[src/rtl/amp_seq_pkg.sv]
//------------------------------------------------------------------------------
// Module   : amp_seq_pkg
// Brief    : Shared state encoding, command fields and helpers for the sequencer
// Revision : 1.0  initial release
//------------------------------------------------------------------------------
`default_nettype none

package amp_seq_pkg;

  typedef enum logic [2:0] {
    ST_IDLE     = 3'd0,
    ST_PWR_WAIT = 3'd1,
    ST_RELAY    = 3'd2,
    ST_STAGGER  = 3'd3,
    ST_RUN      = 3'd4,
    ST_FAULT    = 3'd5
  } seq_state_e;

  localparam int PWR_REQ_BIT = 0;
  localparam int CLR_BIT     = 1;
  localparam int MASK_LSB    = 4;
  localparam int MASK_MSB    = 7;

  localparam logic [7:0] CMD_ADDR_DEFAULT = 8'h0C;

  // Isolates the least-significant set bit (axis1 has priority).
  function automatic logic [3:0] lowest_bit(input logic [3:0] v);
    return v & (~v + 4'd1);
  endfunction

endpackage

`default_nettype wire

[src/rtl/seq_timer.sv]
//------------------------------------------------------------------------------
// Module   : seq_timer
// Brief    : Loadable saturating up-counter with terminal-count compare
// Revision : 1.0  initial release
//------------------------------------------------------------------------------
`default_nettype none

module seq_timer #(
  parameter  int MAX_CYC = 16,
  localparam int W       = $clog2(MAX_CYC + 1)
) (
  input  logic         clk,
  input  logic         rst_n,
  input  logic         i_load,
  input  logic         i_en,
  input  logic [W-1:0] i_limit,
  output logic         o_hit
);

  logic [W-1:0] r_count;

  always_ff @(posedge clk or negedge rst_n) begin
    if (!rst_n) begin
      r_count <= '0;
    end else if (i_load) begin
      r_count <= '0;
    end else if (i_en && (r_count != W'(MAX_CYC))) begin
      r_count <= r_count + 1'b1;
    end
  end

  // Fires on the last cycle of an i_limit-cycle dwell.
  assign o_hit = (r_count == (i_limit - 1'b1));

endmodule

`default_nettype wire

[src/rtl/amp_power_sequencer.sv]
//------------------------------------------------------------------------------
// Module   : amp_power_sequencer
// Brief    : QLA motor power / relay / amplifier-enable sequencer with fault
//            handling. Define AMP_SEQ_WDOG_EN to include the host watchdog.
// Revision : 1.0  initial release
//------------------------------------------------------------------------------
`default_nettype none

module amp_power_sequencer
  import amp_seq_pkg::*;
#(
  parameter int         SETTLE_CYC  = 49152,
  parameter int         RELAY_CYC   = 24576,
  parameter int         STAGGER_CYC = 4915,
  parameter int         WDOG_CYC    = 4915200,
  parameter logic [7:0] CMD_ADDR    = CMD_ADDR_DEFAULT
) (
  input  logic        sysclk,
  input  logic        reset,
  input  logic        reg_wen,
  input  logic [7:0]  reg_addr,
  input  logic [31:0] reg_wdata,
  input  logic        mv_good,
  input  logic [3:0]  fault,
  input  logic [3:0]  safety_amp_disable,
  output logic        pwr_enable,
  output logic        relay_on,
  output logic [3:0]  amp_enable,
  output logic [3:0]  axis_fault,
  output logic        wdog_expired,
  output logic [2:0]  seq_state
);

  localparam int DWELL_MAX =
    (SETTLE_CYC > RELAY_CYC) ?
      ((SETTLE_CYC > STAGGER_CYC) ? SETTLE_CYC : STAGGER_CYC) :
      ((RELAY_CYC  > STAGGER_CYC) ? RELAY_CYC  : STAGGER_CYC);
  localparam int DW = $clog2(DWELL_MAX + 1);

  seq_state_e r_state;
  seq_state_e w_next_state;
  logic [3:0] r_mask;
  logic [3:0] r_armed;
  logic [3:0] r_amp;
  logic [3:0] r_af;
  logic       r_pwr;
  logic       r_relay;
  logic       r_wd;

  logic          w_cmd;
  logic          w_preq;
  logic          w_clr;
  logic          w_abort;
  logic [3:0]    w_mask_next;
  logic [3:0]    w_trip;
  logic [3:0]    w_af_next;
  logic          w_wd_next;
  logic          w_supply_lost;
  logic          w_expire;
  logic [3:0]    w_pending;
  logic [3:0]    w_armed_next;
  logic          w_step;
  logic          w_dwell_hit;
  logic          w_dwell_load;
  logic [DW-1:0] w_dwell_limit;
  logic          w_unused;

  assign w_unused = ^{reg_wdata[31:8], reg_wdata[3:2]};

  always_comb begin
    w_cmd         = reg_wen && (reg_addr == CMD_ADDR);
    w_preq        = reg_wdata[PWR_REQ_BIT];
    w_clr         = w_cmd && reg_wdata[CLR_BIT];
    w_abort       = w_cmd && !w_preq;
    w_mask_next   = w_cmd ? reg_wdata[MASK_MSB:MASK_LSB] : r_mask;
    w_trip        = fault | safety_amp_disable;
    // A live trip input overrides a clear on the same cycle.
    w_af_next     = w_clr ? w_trip : (r_af | w_trip);
    w_wd_next     = w_expire | (r_wd & ~w_clr);
    w_supply_lost = !mv_good &&
                    ((r_state == ST_RELAY) || (r_state == ST_STAGGER) || (r_state == ST_RUN));
    w_pending     = w_mask_next & ~r_armed;
  end

  always_comb begin
    w_next_state = r_state;
    w_step       = 1'b0;
    case (r_state)
      ST_IDLE: begin
        if (w_cmd && w_preq && (w_af_next == 4'b0) && !w_wd_next)
          w_next_state = ST_PWR_WAIT;
      end
      ST_PWR_WAIT: begin
        if (w_expire || (!mv_good && w_dwell_hit)) w_next_state = ST_FAULT;
        else if (w_abort)                          w_next_state = ST_IDLE;
        else if (mv_good)                          w_next_state = ST_RELAY;
      end
      ST_RELAY: begin
        if (w_supply_lost || w_expire) w_next_state = ST_FAULT;
        else if (w_abort)              w_next_state = ST_IDLE;
        else if (w_dwell_hit)          w_next_state = ST_STAGGER;
      end
      ST_STAGGER: begin
        if (w_supply_lost || w_expire) w_next_state = ST_FAULT;
        else if (w_abort)              w_next_state = ST_IDLE;
        else if (w_pending == 4'b0)    w_next_state = ST_RUN;
        else if (w_dwell_hit)          w_step       = 1'b1;
      end
      ST_RUN: begin
        if (w_supply_lost || w_expire)                     w_next_state = ST_FAULT;
        else if (w_abort)                                  w_next_state = ST_IDLE;
        else if (w_cmd && w_preq && (w_pending != 4'b0))   w_next_state = ST_STAGGER;
      end
      ST_FAULT: begin
        if (w_clr && !w_preq) w_next_state = ST_IDLE;
      end
      default: w_next_state = ST_IDLE;
    endcase
  end

  // Armed set tracks axes already sequenced on; it equals the mask in RUN.
  always_comb begin
    w_armed_next = 4'b0;
    if ((w_next_state == ST_STAGGER) || (w_next_state == ST_RUN))
      w_armed_next = (r_armed | (w_step ? lowest_bit(w_pending) : 4'b0)) & w_mask_next;
  end

  always_comb begin
    case (r_state)
      ST_PWR_WAIT: w_dwell_limit = DW'(SETTLE_CYC);
      ST_RELAY:    w_dwell_limit = DW'(RELAY_CYC);
      ST_STAGGER:  w_dwell_limit = DW'(STAGGER_CYC);
      default:     w_dwell_limit = DW'(DWELL_MAX);
    endcase
    w_dwell_load = (w_next_state != r_state) || w_step ||
                   !((r_state == ST_PWR_WAIT) || (r_state == ST_RELAY) || (r_state == ST_STAGGER));
  end

  seq_timer #(
    .MAX_CYC (DWELL_MAX)
  ) u_dwell (
    .clk     (sysclk),
    .rst_n   (reset),
    .i_load  (w_dwell_load),
    .i_en    (1'b1),
    .i_limit (w_dwell_limit),
    .o_hit   (w_dwell_hit)
  );

`ifdef AMP_SEQ_WDOG_EN
  localparam int WW = $clog2(WDOG_CYC + 1);

  logic w_active;
  logic w_wdog_hit;

  assign w_active = (r_state == ST_PWR_WAIT) || (r_state == ST_RELAY) ||
                    (r_state == ST_STAGGER)  || (r_state == ST_RUN);

  // Any host write refreshes; the count is parked at zero while idle or faulted.
  seq_timer #(
    .MAX_CYC (WDOG_CYC)
  ) u_wdog (
    .clk     (sysclk),
    .rst_n   (reset),
    .i_load  (reg_wen || !w_active),
    .i_en    (1'b1),
    .i_limit (WW'(WDOG_CYC)),
    .o_hit   (w_wdog_hit)
  );

  assign w_expire = w_wdog_hit && w_active && !reg_wen;
`else
  // No watchdog in this build; the parameter only keeps the interface uniform.
  assign w_expire = 1'b0 && (WDOG_CYC != 0);
`endif

  always_ff @(posedge sysclk or negedge reset) begin
    if (!reset) begin
      r_state <= ST_IDLE;
      r_mask  <= 4'b0;
      r_armed <= 4'b0;
      r_amp   <= 4'b0;
      r_af    <= 4'b0;
      r_pwr   <= 1'b0;
      r_relay <= 1'b0;
      r_wd    <= 1'b0;
    end else begin
      r_state <= w_next_state;
      r_mask  <= w_mask_next;
      r_armed <= w_armed_next;
      r_amp   <= w_armed_next & ~w_af_next;
      r_af    <= w_af_next;
      r_wd    <= w_wd_next;
      r_pwr   <= (w_next_state == ST_PWR_WAIT) || (w_next_state == ST_RELAY) ||
                 (w_next_state == ST_STAGGER)  || (w_next_state == ST_RUN);
      r_relay <= (w_next_state == ST_RELAY) || (w_next_state == ST_STAGGER) ||
                 (w_next_state == ST_RUN);
    end
  end

  assign pwr_enable   = r_pwr;
  assign relay_on     = r_relay;
  assign amp_enable   = r_amp;
  assign axis_fault   = r_af;
  assign wdog_expired = r_wd;
  assign seq_state    = r_state;

endmodule

`default_nettype wire

[config.mk]
export PLATFORM = sky130hd
export DESIGN_NAME = amp_power_sequencer
export DESIGN_NICKNAME = d
export VERILOG_FILES = /design/src/rtl/amp_seq_pkg.sv /design/src/rtl/seq_timer.sv /design/src/rtl/amp_power_sequencer.sv
export SDC_FILE = /design/constraint.sdc
export NUM_CORES = 1
export LEC_CHECK = 0
export BUFFER_PORTS_ARGS = -buffer_cell sky130_fd_sc_hd__buf_2
export CAP_MARGIN = 20
export CORE_ASPECT_RATIO = 0.75
export CORE_UTILIZATION = 49
export CTS_CLUSTER_DIAMETER = 200
export CTS_CLUSTER_SIZE = 28
export DETAILED_ROUTE_END_ITERATION = 8
export HOLD_SLACK_MARGIN = 0.08
export PLACE_DENSITY = 0.8
export SETUP_SLACK_MARGIN = 0.1
export SLEW_MARGIN = 20
export SYNTH_ARGS = -nofsm -noshare
export SYNTH_HDL_FRONTEND = slang
export SYNTH_HIERARCHICAL = 1
export SYNTH_SLANG_ARGS = --single-unit
[constraint.sdc]
create_clock -name sysclk -period 5.6 [get_ports sysclk]
set_input_delay 0.56 -clock sysclk [delete_from_list [all_inputs] [get_ports sysclk]]
set_output_delay 0.56 -clock sysclk [all_outputs]
set_load 0.02 [all_outputs]
; ---- Word-level counts from Yosys, hierarchy flattened
; Index checks and enable logic that the tools add are counted.
[word_totals]
regBits = 38
out_inout_bits = 14
rom_bits = 0
input_bits = 52
mem_count = 0
mem_bits_rw = 0
wordCells = 95
latch_bits = 0
[op_classes]
n_eq_ne = 13
n_shift = 0
bitwise_logic = 12
n_mul = 0
magnitude_cmp = 0
n_div = 0
muxes = 27
add_sub_neg = 3
reduce_logical = 31
[op_table]
columns = op, n
row1 = $mux W3, 14
row2 = $mux W16, 2
row3 = $pmux W16 S2, 1
row4 = $pmux W3 S6, 1
row5 = $add A16 B1 Y16 const B, 1
row6 = $and A4 B4 Y4, 4
row7 = $eq A16 B16 Y1, 1
row8 = $mux W4, 4
row9 = $ne A16 B16 Y1 const B, 1
row10 = $sub A16 B1 Y16 const B, 1
row11 = $eq A3 B2 Y1 const B, 4
row12 = $logic_or A1 B1 Y1, 12
row13 = $not A4 Y4, 3
row14 = $or A4 B4 Y4, 3
row15 = $logic_and A1 B1 Y1, 10
row16 = $eq A3 B3 Y1 const B, 3
row17 = $eq A8 B4 Y1 const B, 1
row18 = $logic_not A4 Y1, 2
row19 = $eq A3 B1 Y1 const B, 2
row20 = $mux W1, 5
row21 = $add A4 B1 Y4 const B, 1
row22 = $logic_not A1 Y1, 4
row23 = $reduce_bool A4 Y1, 1
row24 = $logic_not A3 Y1, 1
row25 = 4 further kinds, 4

; ---- Longest topological paths before layout
[logic_depth]
depth_word = 14
depth_mapped = 21
ltp_nobuf = 17

; ---- Modules after synthesis
; The synthesis kept the hierarchy.
[modules_own_cells]
columns = mod, cells_each, n_inst, seq_area_each_um2, area_each_um2
row1 = seq_timer, 178, 1, 400.4, 1447.6
row2 = amp_power_sequencer, 135, 1, 550.5, 1320.0

; ---- Least setup slack after synthesis
; Ideal clock, no wire load.
[synth_timing]
path_kind = register to register
from = register r_state[1], in the netlist seq_state[1]
to = register u_dwell.r_count[10]
required_time_ns = 5.468
stages_incl_launch_ff = 21
setup_ns = 0.132
path_buffers = 3
arrival_time_ns = 5.224
path_slack_ns = 0.244
synth_period_minus_slack_ns = 5.356
cell_sequence = dfrtp_1 clkbuf_1 nand2b_1 nor2_1 inv_1 ha_1 xnor2_1 nor2_1 o2111ai_2 a2111oi_2 o211ai_1 a2111oi_2 a21boi_0 nor3_1 o311ai_1 o2111ai_4 nor4_1 o21ai_0 buf_1 clkbuf_1 nor2_1
[synth_between]
elab_chain_cells = 12
word_cells_on_any_way = 41
classes_between = 1 x add/sub / 7 x eq/ne / 22 x mux / 11 x reduce/logical
[synth_rtl]
columns = element, line
row1 = "start, declared", amp_power_sequencer.sv:40  ; seq_state_e r_state;
row2 = "start signal, assigned", amp_power_sequencer.sv:188  ; r_state <= w_next_state;
row3 = $eq A3 B2 Y1, amp_power_sequencer.sv:129  ; case (r_state)
row4 = $pmux W16 S2 *, amp_power_sequencer.sv:129
row5 = via w_dwell_limit[15], amp_power_sequencer.sv:65  ; logic [DW-1:0] w_dwell_limit;
row6 = $sub A16 B1 Y16 *, seq_timer.sv:33  ; assign o_hit = (r_count == (i_limit - 1'b1));
row7 = $eq A16 B16 Y1 *, seq_timer.sv:33
row8 = via w_dwell_hit, amp_power_sequencer.sv:63  ; logic w_dwell_hit;
row9 = $mux W3, amp_power_sequencer.sv:101  ; else if (w_dwell_hit) w_next_state = ST_STAGGER;
row10 = $mux W3, amp_power_sequencer.sv:100  ; else if (w_abort) w_next_state = ST_IDLE;
row11 = $mux W3, amp_power_sequencer.sv:99  ; if (w_supply_lost || w_expire) w_next_state = ST_FAULT;
row12 = $pmux W3 S6 *, amp_power_sequencer.sv:88  ; case (r_state)
row13 = via w_next_state[0], amp_power_sequencer.sv:41  ; seq_state_e w_next_state;
row14 = $ne A3 B3 Y1 *, amp_power_sequencer.sv:135  ; w_dwell_load = (w_next_state != r_state) || w_step ||
row15 = $logic_or A1 B1 Y1 * (2 in series), amp_power_sequencer.sv:135
row16 = via w_dwell_load, amp_power_sequencer.sv:64  ; logic w_dwell_load;
row17 = $mux W16 or $reduce_bool A2 Y1 (tied branches), --
row18 = "end signal, assigned", seq_timer.sv:28  ; r_count <= r_count + 1'b1;
row19 = "end, declared", seq_timer.sv:20  ; logic [W-1:0] r_count;
; Mark *: on every way through the listed nets, which the timed path passes. The rest lies on a longest branch.
; A chain may end at the register's enable or synchronous reset.

; ---- Worst setup path in the final report
[layout_timing]
from = register r_state[2], in the netlist seq_state[2]
to = register u_dwell.r_count[6]
; The elaborated chain is that of the path after synthesis.

==> out/results.tsv <==
metric	value	unit
clkLatencyLatePin	0.29	ns
place_area	3160	sq um
yosys-top-cells-area	dfrtp_1 34%, xnor2_1 5.1%, xor2_1 5.1%	
cp_max_fo	28	
outcome	completed	
diodes	0	
first_global_vias	2217	
multi_input_area	1820	sq um
regArea	951	sq um
cts_buffers	5	
syn_to_final_growth	18.1	%
nFillCells	487	
vias	2511	
fmax	0.229	GHz
reg2reg_from	seq_state[2]	
finalClockSkew	0.00914	ns
worstPathArrival	4.54	ns
synth_largest_area_cell	dfrtp_1	
r2r_slack	1.23	ns
synth_top_area_frac	0.344	
grtUsageTotal	0.231	
end_kind	register	
viasPerCell	5.45	
final_layout_size_suffix_gt1_frac	0.181	
grt_start_max_net_pins	39	
final_cell_mix	39 x buf_2, 38 x dfrtp_1, 38 x conb_1, 35 x nor2_1, 19 x inv_1	
grt_pass1_wl	10.4	mm
cts.sinks	38	
tns	0	ns
synth-seq-cells	38	
final_nets	441	
clkTransAtPathRegs	0.07	ns
postLayoutCoreUtil	0.608	
synth-edff-count	0	
r2r_cells	17	
powerDensity	273	nW/um^2
cts_root_buf	clkbuf_8	
tightest_slew	0.763	ns
period_share	0.780	
cts_tree	done	
overflow	0	
seq_area_frac_synth	0.344	
layout_min_cycle_time	4.37	ns
syn_inst	313	
final_common_cell	buf_2	
synth-async-reset-ratio	1.00	
antenna_found_initial	0	
drv_cap	0	
cts_setup_buffers	0	
path_class	register to register	
slew_headroom	0.478	
dieArea	5960	sq um
crit_required	5.77	ns
setup_violations	0	
antenna_left	0	
clock_path_buffers	2	
post_cts_resized	0	
synth_cell_types	63	
port_buffers	39	
dp_hpwl	5.02	mm
initial_core_util	0.514	
drv_slew	0	
leakage	0.00137	uW
syn_area	2770	sq um
setup.worst_path.start_class	register	
rows	23	
hold_path.class	input pin to asynchronous set/reset pin	
drcViolationCount	0	
ioPinCount	66	
wl_per_cell	13.9	um
cts_hold_buf	0	
synth_warnings	6	
hold_viol_final	0	
peakVddDrop	0.203	mV
drtIter0Drc	114	
synth_ff_type	dfrtp_1	
first_pass_iters	4	
totalWireLength	6.41	mm
gp_congestion	0.903	
coreArea	5380	sq um
dieWidth	88.8	um
die_h	67.1	um
syn_area_per_cell	8.84	sq um
design_area	3270	sq um
r2r-end	u_dwell/r_count[6]	
rsz0062_at_grt	false	
htreeDepth	2	
## cell usage after synthesis, types with 5 or more instances
cell,instances
clkbuf_1,9
a21oi_1,11
inv_1,19
and3_1,6
o31ai_1,5
xnor2_1,16
nand4_1,6
nor4_1,9
nor2b_1,11
nor2_1,36
nor3_1,13
nand3_1,13
o21ai_0,8
xor2_1,16
dfrtp_1,38
o211ai_1,5
nand2_1,16
## power breakdown
| part | leakage [uW] | internal [uW] | switching, uW | total (uW) |
|---|---|---|---|---|
| Clock | 0.0000573 | 142 | 93.0 | 236 |
| Sequential | 0.000500 | 294 | 30.2 | 324 |
| Combinational | 0.000810 | 119 | 214 | 333 |
## worst max path at each step
stage | from | to | slack [ns] | cells after the start
detailed placement | seq_state[2] | u_dwell/r_count[9] | 1.30 | 17
global placement | seq_state[2] | u_dwell/r_count[3] | 1.35 | 17
finish | seq_state[2] | u_dwell/r_count[6] | 1.23 | 17
CTS | seq_state[2] | u_dwell/r_count[9] | 1.24 | 17
floorplan | seq_state[1] | u_dwell/r_count[10] | 0.24 | 20
global route | seq_state[2] | u_dwell/r_count[9] | 0.86 | 17
## worst max-delay path, cell delays in order, from the launching register on
cell and delay, ns:
dfrtp_1 0.52, nand2b_1 0.25, nor2_2 0.07, buf_4 0.24, nor4_2 0.43, and4b_1 0.32
a21oi_1 0.09, a2111oi_2 0.38, o211ai_1 0.19, a2111oi_2 0.48, a21boi_0 0.16, nor3_1 0.14
o311ai_1 0.17, o2111ai_4 0.18, nor4_1 0.09, o21ai_0 0.19, buf_4 0.24, nor2_1 0.07
## per-stage QoR
stage | power [uW] | hold WS (ns) | worst slack (ns) | std cells
2_1_floorplan | 577 | 0.264 | 0.244 | 349
3_3_place_gp | 650 | 0.491 | 1.35 | 454
3_5_place_dp | 658 | 0.500 | 1.30 | 454
5_1_grt | 943 | 0.432 | 0.863 | 461
6_report | 893 | 0.351 | 1.23 | 461
4_1_cts | 894 | 0.389 | 1.24 | 461
## cell families (layout without fill, tap and decap cells)
family / count (synthesis) / in the layout / synth area share
buffers and inverters: 31 / 68 / 0.0475
DFF: 38 / 38 / 0.344
AOI/OAI and AO/OA: 59 / 59 / 0.162
and+or+nand+nor: 142 / 142 / 0.305
muxes: 6 / 6 / 0.0244
adders and majority gates: 3 / 3 / 0.0136
other: 2 / 38 / 0.00271
xor gates and xnor gates: 32 / 32 / 0.101
## sequential cells by signal (all words and copies together) (netlist names)
signal           flops
amp_enable           4
pwr_enable           1
seq_state            3
axis_fault           4
r_mask               4
relay_on             1
u_dwell/r_count     16
wdog_expired         1
r_armed              4
## metal layers
layer	GRT usage	routed length [um]
met4	0.0484	66
met2	0.334	2830
met1	0.355	3180
met5	0	0
met3	0.0409	338
## final cells by class
cell class                 count  share of cell area
sequential                    38               0.291
inverter                      19              0.0218
clock inverter                 1             0.00918
tap                           75              0.0287
multi-input combinational    280               0.558
timing repair buffer          42              0.0666
clock buffer                   6              0.0253
No activity file was read; power rests on OpenSTA's default activity.
